[src/rtl/maxnet_relu_update_if.sv]
// Bundle of the Maxnet ReLU/update stage signals: run control, initial activations,
// PLU array handshake, activation feedback and run results.
interface maxnet_relu_update_if #(
    parameter int IW = 5
);
    logic          start;
    logic [31:0]   x1, x2, x3, x4;
    logic [31:0]   net1, net2, net3, net4;
    logic          net_done;
    logic          plu_start;
    logic [31:0]   a1, a2, a3, a4;
    logic          done;
    logic [1:0]    winner;
    logic          no_winner;
    logic          timeout;
    logic [IW-1:0] iter_cnt;

    modport master (
        output start, x1, x2, x3, x4, net1, net2, net3, net4, net_done,
        input  plu_start, a1, a2, a3, a4, done, winner, no_winner, timeout, iter_cnt
    );

    modport slave (
        input  start, x1, x2, x3, x4, net1, net2, net3, net4, net_done,
        output plu_start, a1, a2, a3, a4, done, winner, no_winner, timeout, iter_cnt
    );
endinterface

[src/rtl/maxnet_relu_update.sv]
// Maxnet iteration sequencer: captures PLU net sums through ReLU into the activation
// registers, re-launches the PLU array until one activation survives or MAX_ITER runs.
module maxnet_relu_update #(
    parameter int MAX_ITER = 16,
    parameter int IW       = 5
) (
    input logic                clk,
    input logic                rst,
    maxnet_relu_update_if.slave bus
);
    localparam int DATA_W = 32;

    typedef enum logic [2:0] {
        S_IDLE,
        S_CHECK,
        S_KICK,
        S_WAIT,
        S_DONE
    } state_t;

    state_t            state, state_nxt;
    logic [DATA_W-1:0] a_q [4];
    logic [IW-1:0]     iter_cnt_q;
    logic [1:0]        winner_q;
    logic              no_winner_q;
    logic              timeout_q;

    logic [3:0]        nz;
    logic [2:0]        nz_cnt;
    logic [1:0]        win_idx;
    logic              at_max;

    // Sign bit set clears the word, so -0 and negative NaNs also map to +0.
    function automatic logic [DATA_W-1:0] relu(input logic [DATA_W-1:0] v);
        return v[DATA_W-1] ? '0 : v;
    endfunction

    always_comb begin
        nz      = '0;
        nz_cnt  = '0;
        win_idx = '0;
        for (int i = 0; i < 4; i++) begin
            nz[i]  = |a_q[i][DATA_W-2:0];
            nz_cnt = nz_cnt + {2'b00, nz[i]};
        end
        for (int i = 3; i >= 0; i--) begin
            if (nz[i]) win_idx = 2'(i);
        end
    end

    assign at_max = (iter_cnt_q == IW'(MAX_ITER));

    always_ff @(posedge clk or negedge rst) begin
        if (!rst) state <= S_IDLE;
        else      state <= state_nxt;
    end

    always_comb begin
        state_nxt = state;
        unique case (state)
            S_IDLE:  if (bus.start) state_nxt = S_CHECK;
            S_CHECK: begin
                if (nz_cnt <= 3'd1) state_nxt = S_DONE;
                else if (at_max)    state_nxt = S_DONE;
                else                state_nxt = S_KICK;
            end
            S_KICK:  state_nxt = S_WAIT;
            S_WAIT:  if (bus.net_done) state_nxt = S_CHECK;
            S_DONE:  state_nxt = S_IDLE;
            default: state_nxt = S_IDLE;
        endcase
    end

    always_comb begin
        bus.plu_start = (state == S_KICK);
        bus.done      = (state == S_DONE);
    end

    // Activations move only on start capture or net capture, so the PLU inputs are
    // frozen for the whole of WAIT.
    always_ff @(posedge clk or negedge rst) begin
        if (!rst) begin
            for (int i = 0; i < 4; i++) a_q[i] <= '0;
            iter_cnt_q  <= '0;
            winner_q    <= '0;
            no_winner_q <= 1'b0;
            timeout_q   <= 1'b0;
        end else begin
            unique case (state)
                S_IDLE: begin
                    if (bus.start) begin
                        a_q[0]      <= relu(bus.x1);
                        a_q[1]      <= relu(bus.x2);
                        a_q[2]      <= relu(bus.x3);
                        a_q[3]      <= relu(bus.x4);
                        iter_cnt_q  <= '0;
                        winner_q    <= '0;
                        no_winner_q <= 1'b0;
                        timeout_q   <= 1'b0;
                    end
                end
                S_CHECK: begin
                    if (nz_cnt > 3'd1 && at_max) timeout_q <= 1'b1;
                end
                S_WAIT: begin
                    if (bus.net_done) begin
                        a_q[0] <= relu(bus.net1);
                        a_q[1] <= relu(bus.net2);
                        a_q[2] <= relu(bus.net3);
                        a_q[3] <= relu(bus.net4);
                        if (!at_max) iter_cnt_q <= iter_cnt_q + IW'(1);
                    end
                end
                S_DONE: begin
                    if (nz_cnt == 3'd1) begin
                        winner_q <= win_idx;
                    end else if (nz_cnt == 3'd0) begin
                        no_winner_q <= 1'b1;
                        winner_q    <= '0;
                    end else begin
                        winner_q <= '0;
                    end
                end
                default: ;
            endcase
        end
    end

    assign bus.a1        = a_q[0];
    assign bus.a2        = a_q[1];
    assign bus.a3        = a_q[2];
    assign bus.a4        = a_q[3];
    assign bus.iter_cnt  = iter_cnt_q;
    assign bus.winner    = winner_q;
    assign bus.no_winner = no_winner_q;
    assign bus.timeout   = timeout_q;
endmodule

[src/flat_wrapper.sv]
// flat-port wrapper written by rule: the top's interface ports become plain ports
module maxnet_relu_update_flat 
#(
    parameter int MAX_ITER = 16,
    parameter int IW       = 5
)
  (clk, rst, bus_start, bus_x1, bus_x2, bus_x3, bus_x4, bus_net1, bus_net2, bus_net3, bus_net4, bus_net_done, bus_plu_start, bus_a1, bus_a2, bus_a3, bus_a4, bus_done, bus_winner, bus_no_winner, bus_timeout, bus_iter_cnt);
  maxnet_relu_update_if #(.IW(IW)) bus_i ();
  input logic clk;
  input logic rst;
  input wire logic [$bits(bus_i.start)-1:0] bus_start;
  input wire logic [$bits(bus_i.x1)-1:0] bus_x1;
  input wire logic [$bits(bus_i.x2)-1:0] bus_x2;
  input wire logic [$bits(bus_i.x3)-1:0] bus_x3;
  input wire logic [$bits(bus_i.x4)-1:0] bus_x4;
  input wire logic [$bits(bus_i.net1)-1:0] bus_net1;
  input wire logic [$bits(bus_i.net2)-1:0] bus_net2;
  input wire logic [$bits(bus_i.net3)-1:0] bus_net3;
  input wire logic [$bits(bus_i.net4)-1:0] bus_net4;
  input wire logic [$bits(bus_i.net_done)-1:0] bus_net_done;
  output wire logic [$bits(bus_i.plu_start)-1:0] bus_plu_start;
  output wire logic [$bits(bus_i.a1)-1:0] bus_a1;
  output wire logic [$bits(bus_i.a2)-1:0] bus_a2;
  output wire logic [$bits(bus_i.a3)-1:0] bus_a3;
  output wire logic [$bits(bus_i.a4)-1:0] bus_a4;
  output wire logic [$bits(bus_i.done)-1:0] bus_done;
  output wire logic [$bits(bus_i.winner)-1:0] bus_winner;
  output wire logic [$bits(bus_i.no_winner)-1:0] bus_no_winner;
  output wire logic [$bits(bus_i.timeout)-1:0] bus_timeout;
  output wire logic [$bits(bus_i.iter_cnt)-1:0] bus_iter_cnt;
  assign bus_i.start = bus_start;
  assign bus_i.x1 = bus_x1;
  assign bus_i.x2 = bus_x2;
  assign bus_i.x3 = bus_x3;
  assign bus_i.x4 = bus_x4;
  assign bus_i.net1 = bus_net1;
  assign bus_i.net2 = bus_net2;
  assign bus_i.net3 = bus_net3;
  assign bus_i.net4 = bus_net4;
  assign bus_i.net_done = bus_net_done;
  assign bus_plu_start = bus_i.plu_start;
  assign bus_a1 = bus_i.a1;
  assign bus_a2 = bus_i.a2;
  assign bus_a3 = bus_i.a3;
  assign bus_a4 = bus_i.a4;
  assign bus_done = bus_i.done;
  assign bus_winner = bus_i.winner;
  assign bus_no_winner = bus_i.no_winner;
  assign bus_timeout = bus_i.timeout;
  assign bus_iter_cnt = bus_i.iter_cnt;
  maxnet_relu_update #(.MAX_ITER(MAX_ITER), .IW(IW)) u_core (.clk(clk), .rst(rst), .bus(bus_i));
endmodule
[config.mk]
export PLATFORM = sky130hd
export DESIGN_NAME = maxnet_relu_update_flat
export DESIGN_NICKNAME = d
export VERILOG_FILES = /design/src/rtl/maxnet_relu_update_if.sv /design/src/rtl/maxnet_relu_update.sv /design/src/flat_wrapper.sv
export SDC_FILE = /design/constraint.sdc
export NUM_CORES = 1
export LEC_CHECK = 0
export BUFFER_PORTS_ARGS = -buffer_cell sky130_fd_sc_hd__buf_2
export CAP_MARGIN = 20
export CORE_UTILIZATION = 23
export CTS_BUF_LIST = sky130_fd_sc_hd__clkbuf_16
export CTS_CLUSTER_DIAMETER = 150
export DETAILED_ROUTE_END_ITERATION = 16
export HOLD_SLACK_MARGIN = 0.1
export SETUP_SLACK_MARGIN = 0.1
export SLEW_MARGIN = 40
export SYNTH_ARGS = -nofsm -noshare
export SYNTH_HDL_FRONTEND = slang
export SYNTH_SLANG_ARGS = --single-unit
[constraint.sdc]
create_clock -name clk -period 6 [get_ports clk]
set_input_delay 1.2 -clock clk [delete_from_list [all_inputs] [get_ports clk]]
set_output_delay 1.2 -clock clk [all_outputs]
set_load 0.02 [all_outputs]
Word level (Yosys, flattened, before mapping)
Cells that the tools add are included.
W data, S select, Z words.
- register bits after elaboration: 140
- input port bits: 260
- output and inout bits: 139
- add/sub/neg operators: 4
- $lt $le $gt $ge: 2
- equal/unequal tests: 12
- mux-type cells: 33
- reduce and logical (&&, ||, !) cells: 16
- operators with widths (operator ; count):
    $mux W128 ; 2
    $pmux W128 S2 ; 1
    $mux W31 ; 8
    $reduce_or A31 Y1 ; 4
    $mux W5 ; 3
    $mux W2 ; 6
    $mux W3 ; 4
    $pmux W3 S4 ; 1
    $pmux W5 S2 ; 1
    $ne A2 B2 Y1 const B ; 4
    $reduce_and A4 Y1 ; 2
    $add A3 B1 Y3 ; 2
    $eq A3 B1 Y1 const B ; 2
    $eq A3 B2 Y1 const B ; 2
    $logic_not A3 Y1 ; 2
    $reduce_and A3 Y1 ; 2
    $reduce_bool A2 Y1 ; 3
    $add A5 B1 Y5 const B ; 1
    $eq A5 B5 Y1 const B ; 1
    $mux W1 ; 4
    $ne A2 B1 Y1 const B ; 2
    $pmux W1 S2 ; 2
    $pmux W2 S2 ; 1
    $reduce_and A2 Y1 ; 2
    5 further kinds ; 5

Longest topological paths before layout
- word-level depth: 8
- depth in mapped cells: 12
- depth with buffers taken out: 12

Worst setup path after synthesis
No wires, ideal clock.
- path type: reg-to-reg
- from: register u_core.a_q, in the netlist u_core.bus.a2[9]
- to: register u_core.winner_q[0] (netlist: u_core.bus.winner[0])
- arrival time: 2.525 ns
- required time: 5.934 ns
- slack: 3.409 ns
- stages on the path, launching flop included: 13
- path buffers: 0
- period minus slack after synthesis: 2.591 ns
- path through: dfrtp_1 -> nor4_1 -> nand4_1 -> nor2_1 -> inv_1 -> ha_1 -> inv_1 -> fa_1 -> inv_1 -> ha_1 -> nor3b_1 -> and3b_1 -> a22o_1
- word-level cells in the longest chain between the ends: 7
- elaborated cells on any way between the ends: 9
- those cells by class: add/sub (3); eq/ne (1); mux (4); reduce/logical (1)
- RTL lines (what ; line ; text):
    start, declared ; maxnet_relu_update.sv:22 ; logic [DATA_W-1:0] a_q [4];
    $reduce_or A31 Y1 * ; maxnet_relu_update.sv:43 ; nz[i] = |a_q[i][DATA_W-2:0];
    $add A1 B1 Y2 ; maxnet_relu_update.sv:44 ; nz_cnt = nz_cnt + {2'b00, nz[i]};
    $add A3 B1 Y3 (2 in a row) ; maxnet_relu_update.sv:44 ;
    $eq A3 B1 Y1 ; maxnet_relu_update.sv:115 ; if (nz_cnt == 3'd1) begin
    $mux W2 * ; maxnet_relu_update.sv:115 ;
    $pmux W2 S2 * ; maxnet_relu_update.sv:89 ; unique case (state)
    end signal, assigned ; maxnet_relu_update.sv:116 ; winner_q <= win_idx;
    end, declared ; maxnet_relu_update.sv:24 ; logic [1:0] winner_q;
Every way passes the cells marked *; elsewhere a longest branch is shown, timed or not.
A chain may end at the register's enable or synchronous reset.

Worst setup path after layout
Ends and elaborated chain as after synthesis.

==> load_flow_metrics.sql <==
INSERT INTO impl_metrics (metric_group, metric, value, unit) VALUES
('outcome', 'outcome', 'complete, no violations', ''),
('setup_path', 'reg2reg_setup_slack', '2.92', 'ns'),
('power_and_ir_drop', 'power.leakage', '0.00431', 'uW'),
('sta', 'endpoints_failing_setup', '0', ''),
('setup_path', 'critical_path.endpoint_type', 'register', ''),
('sta', 'final-max-slew-violation-count', '0', ''),
('finish', 'layout-area-overhead-vs-synth', '40.4', '%'),
('clock_tree', 'cts_buffers', '17', ''),
('finish', 'fillers', '3074', ''),
('yosys', 'yosys_register_bits', '136', ''),
('finish', 'regArea', '0.00340', 'sq mm'),
('sta', 'timing.slew.headroom', '0.451', ''),
('global_routing', 'gr-total-overflow', '0', ''),
('finish', 'layout_common_cells', 'sky130_fd_sc_hd__buf_2, sky130_fd_sc_hd__nor2_1, sky130_fd_sc_hd__dfrtp_1, sky130_fd_sc_hd__a22oi_1, sky130_fd_sc_hd__a21oi_2', ''),
('clock_tree', 'register_clock_pin_slew_on_the_reported_worst_setup_and_hold_paths', '0.07', 'ns'),
('setup_path', 'critical_path.max_stage_delay', '0.42', 'ns'),
('setup_path', 'cp-start-kind', 'register', ''),
('placed_design', 'place.detailed.hpwl', '18.8', 'mm'),
('setup_path', 'crit_path_top_delay_cell', 'sky130_fd_sc_hd__fa_1', ''),
('setup_path', 'worst-endpoint-arrival', '3.42', 'ns'),
('placed_design', 'place.gp.congestion', '0.806', ''),
('routing', 'vias', '6580', ''),
('clock_tree', 'resized_cells_post_cts', '0', ''),
('global_routing', 'grt_start_max_net_pins', '105', ''),
('routing', 'number_of_remaining_drc_errors', '0', ''),
('sta', 'timing.setup.tns', '0', 'ns'),
('sta', 'grt_setup_unrepaired', 'no', ''),
('sta', 'layout_min_cycle_time', '3.08', 'ns'),
('finish', 'multi_input_comb_area', '0.00313', 'sq mm'),
('job', 'maxCapViolCount', '0', ''),
('routing', 'viasPerCell', '4.56', ''),
('finish', 'layout-drive-gt1-share', '0.509', ''),
('finish', 'final_cell_area', '0.00965', 'sq mm'),
('clock_tree', 'cts_tree', 'yes', ''),
('setup_path', 'reg2regPathDepth', '12', ''),
('floorplan', 'core_area', '0.0291', 'sq mm'),
('sta', 'finalCritPeriodShare', '0.513', ''),
('sta', 'final.setup_skew', '0.0103', 'ns'),
('clock_tree', 'insertion_delay', '0.41', 'ns'),
('global_routing', 'antenna_violations_before_repair', '0', ''),
('global_routing', 'globalRouteTotalUtil', '0.153', ''),
('power_and_ir_drop', 'vdd_ir_drop_max', '0.185', 'mV'),
('routing', 'routed_wl', '23.5', 'mm'),
('sta', 'max_freq', '325', 'MHz'),
('setup_path', 'critical_path_most_common_cell', 'sky130_fd_sc_hd__inv_1', ''),
('floorplan', 'die-height', '175', 'um'),
('floorplan', 'rows', '62', ''),
('global_routing', 'global_route_wire_length_before_repair', '36.0', 'mm'),
('yosys', 'ys_warn_count', '0', ''),
('floorplan', 'chipWidth', '175', 'um'),
('clock_tree', 'cts_buffer_depth', '2', ''),
('finish', 'n_antenna_cell', '0', ''),
('floorplan', 'die-area', '0.0306', 'sq mm'),
('yosys', 'yosys.area.top_type', 'sky130_fd_sc_hd__dfrtp_1', ''),
('worst_hold_path', 'timing.hold.worst.start', 'u_core.bus.winner[1]', ''),
('setup_path', 'crit_required', '6.34', 'ns'),
('floorplan', 'initial_core_util', '0.236', ''),
('yosys', 'ys_seq_area_frac', '0.495', ''),
('clock_tree', 'cts.hold.buffers_added', '0', ''),
('routing', 'drt.antenna.violating_nets', '0', ''),
('finish', 'final_common_cell', 'sky130_fd_sc_hd__buf_2', ''),
('yosys', 'post_synth_num_cell_types', '33', ''),
('routing', 'initialDrtViolationCount', '417', ''),
('yosys', 'post_synth_instance_area', '0.00687', 'sq mm'),
('sta', 'final-hold-violation-count', '0', ''),
('placed_design', 'placed_cell_area', '0.00910', 'sq mm'),
('yosys', 'post_synth_top_area_share', '0.495', ''),
('worst_hold_path', 'worst_hold_path.num_cells', '1', ''),
('yosys', 'synth.avg_cell_area', '10.1', 'sq um'),
('setup_path', 'crit_path_cell_trace', 'nor4_1 -> nand4_1 -> nor2_1 -> inv_1 -> ha_1 -> inv_1 -> fa_1 -> inv_1 -> ha_1 -> nor3b_1 -> and3b_1 -> a22o_1', ''),
('worst_hold_path', 'hold_path_endpoint', 'u_core.bus.winner[1]', '');
sequential cells by signal, indices dropped and copies added (netlist names):
signal	count
u_core.bus.a1	31
u_core.bus.a2	31
u_core.bus.a3	31
u_core.bus.a4	31
u_core.bus.iter_cnt	5
u_core.state	3
u_core.bus.winner	2
u_core.bus.no_winner	1
u_core.bus.timeout	1
cell type report:
class / count / area share
Sequential cell: 136 / 0.353
Clock inverter: 15 / 0.0132
Multi-Input combinational cell: 482 / 0.324
Inverter: 8 / 0.00311
Clock buffer: 17 / 0.0441
Tap cell: 384 / 0.0498
Timing Repair Buffer: 400 / 0.213
worst max-delay path by stage:
stage                            from              endpoint  slack (ns)  depth (start not counted)
global route        u_core.bus.a2[26]  u_core.bus.winner[0]        2.58                         12
finish               u_core.bus.a2[9]  u_core.bus.winner[0]        2.92                         12
global placement            bus_start      u_core.bus.a3[8]        2.82                          7
floorplan            u_core.bus.a2[9]  u_core.bus.winner[0]        3.41                         12
detailed placement          bus_start     u_core.bus.a3[10]        2.79                          7
CTS                 u_core.bus.a2[26]  u_core.bus.winner[0]        2.85                         12
cell usage after synthesis (all sizes together):
library cell and instances:
nor2 148, dfrtp 136, a21oi 130, a22oi 124, buf 36, nor4 30
clkbuf 23, inv 8, nand4 8, nor3 7, ha 5, nand3 5
nor3b 4, xnor2 3, a22o 2, o21ai 2, a21o 1, a2bb2oi 1
and2 1, and3b 1, and4bb 1, conb 1, fa 1, nand2 1
nand3b 1, o31ai 1, or3b 1
cells by family (layout without fill, tap and decap cells):
logic type | Yosys count | after routing | share of synthesized area
fa+ha+maj | 6 | 6 | 0.0120
compound gates | 261 | 261 | 0.290
buf+inv | 67 | 440 | 0.0601
simple gates | 208 | 208 | 0.139
other cells | 1 | 4 | 0.000546
xor+xnor | 3 | 3 | 0.00382
flops | 136 | 136 | 0.495
critical path, delay by kind of cell, from the launching register on:
family | cells | cell delay, ns
AND/OR/NAND/NOR | 5 | 1.29
buffers and inverters | 3 | 0.25
adder cells (fa/ha/maj) | 3 | 0.94
AO/OA/AOI/OAI | 1 | 0.14
flip-flops | 1 | 0.39
where the power goes:
part / leakage (uW) / switching (uW) / internal (uW)
Clock: 0.000255 / 425 / 570
Sequential: 0.00160 / 416 / 1390
Combinational: 0.00246 / 1820 / 965
through the flow:
stage	setup WS, ns	cells	util	total power [uW]	hold WS [ns]
after floorplan	3.41	685	-	3720	0.593
after global placement	2.82	1409	0.311	4570	0.489
after global routing	2.58	1442	0.332	6000	0.544
after CTS	2.85	1442	0.332	5670	0.529
final	2.92	1442	0.332	5590	0.531
after detailed placement	2.79	1410	0.313	4650	0.505
routing by layer:
| layer | up-vias | GRT usage | routed length (um) |
|---|---|---|---|
| li1 | 3231 | - | - |
| met1 | 3114 | 0.210 | 10700 |
| met2 | 216 | 0.245 | 11300 |
| met3 | 19 | 0.0279 | 1150 |
| met4 | 0 | 0.0446 | 353 |
| met5 | - | 0 | 0 |
Power figures use the tool's default switching activity.
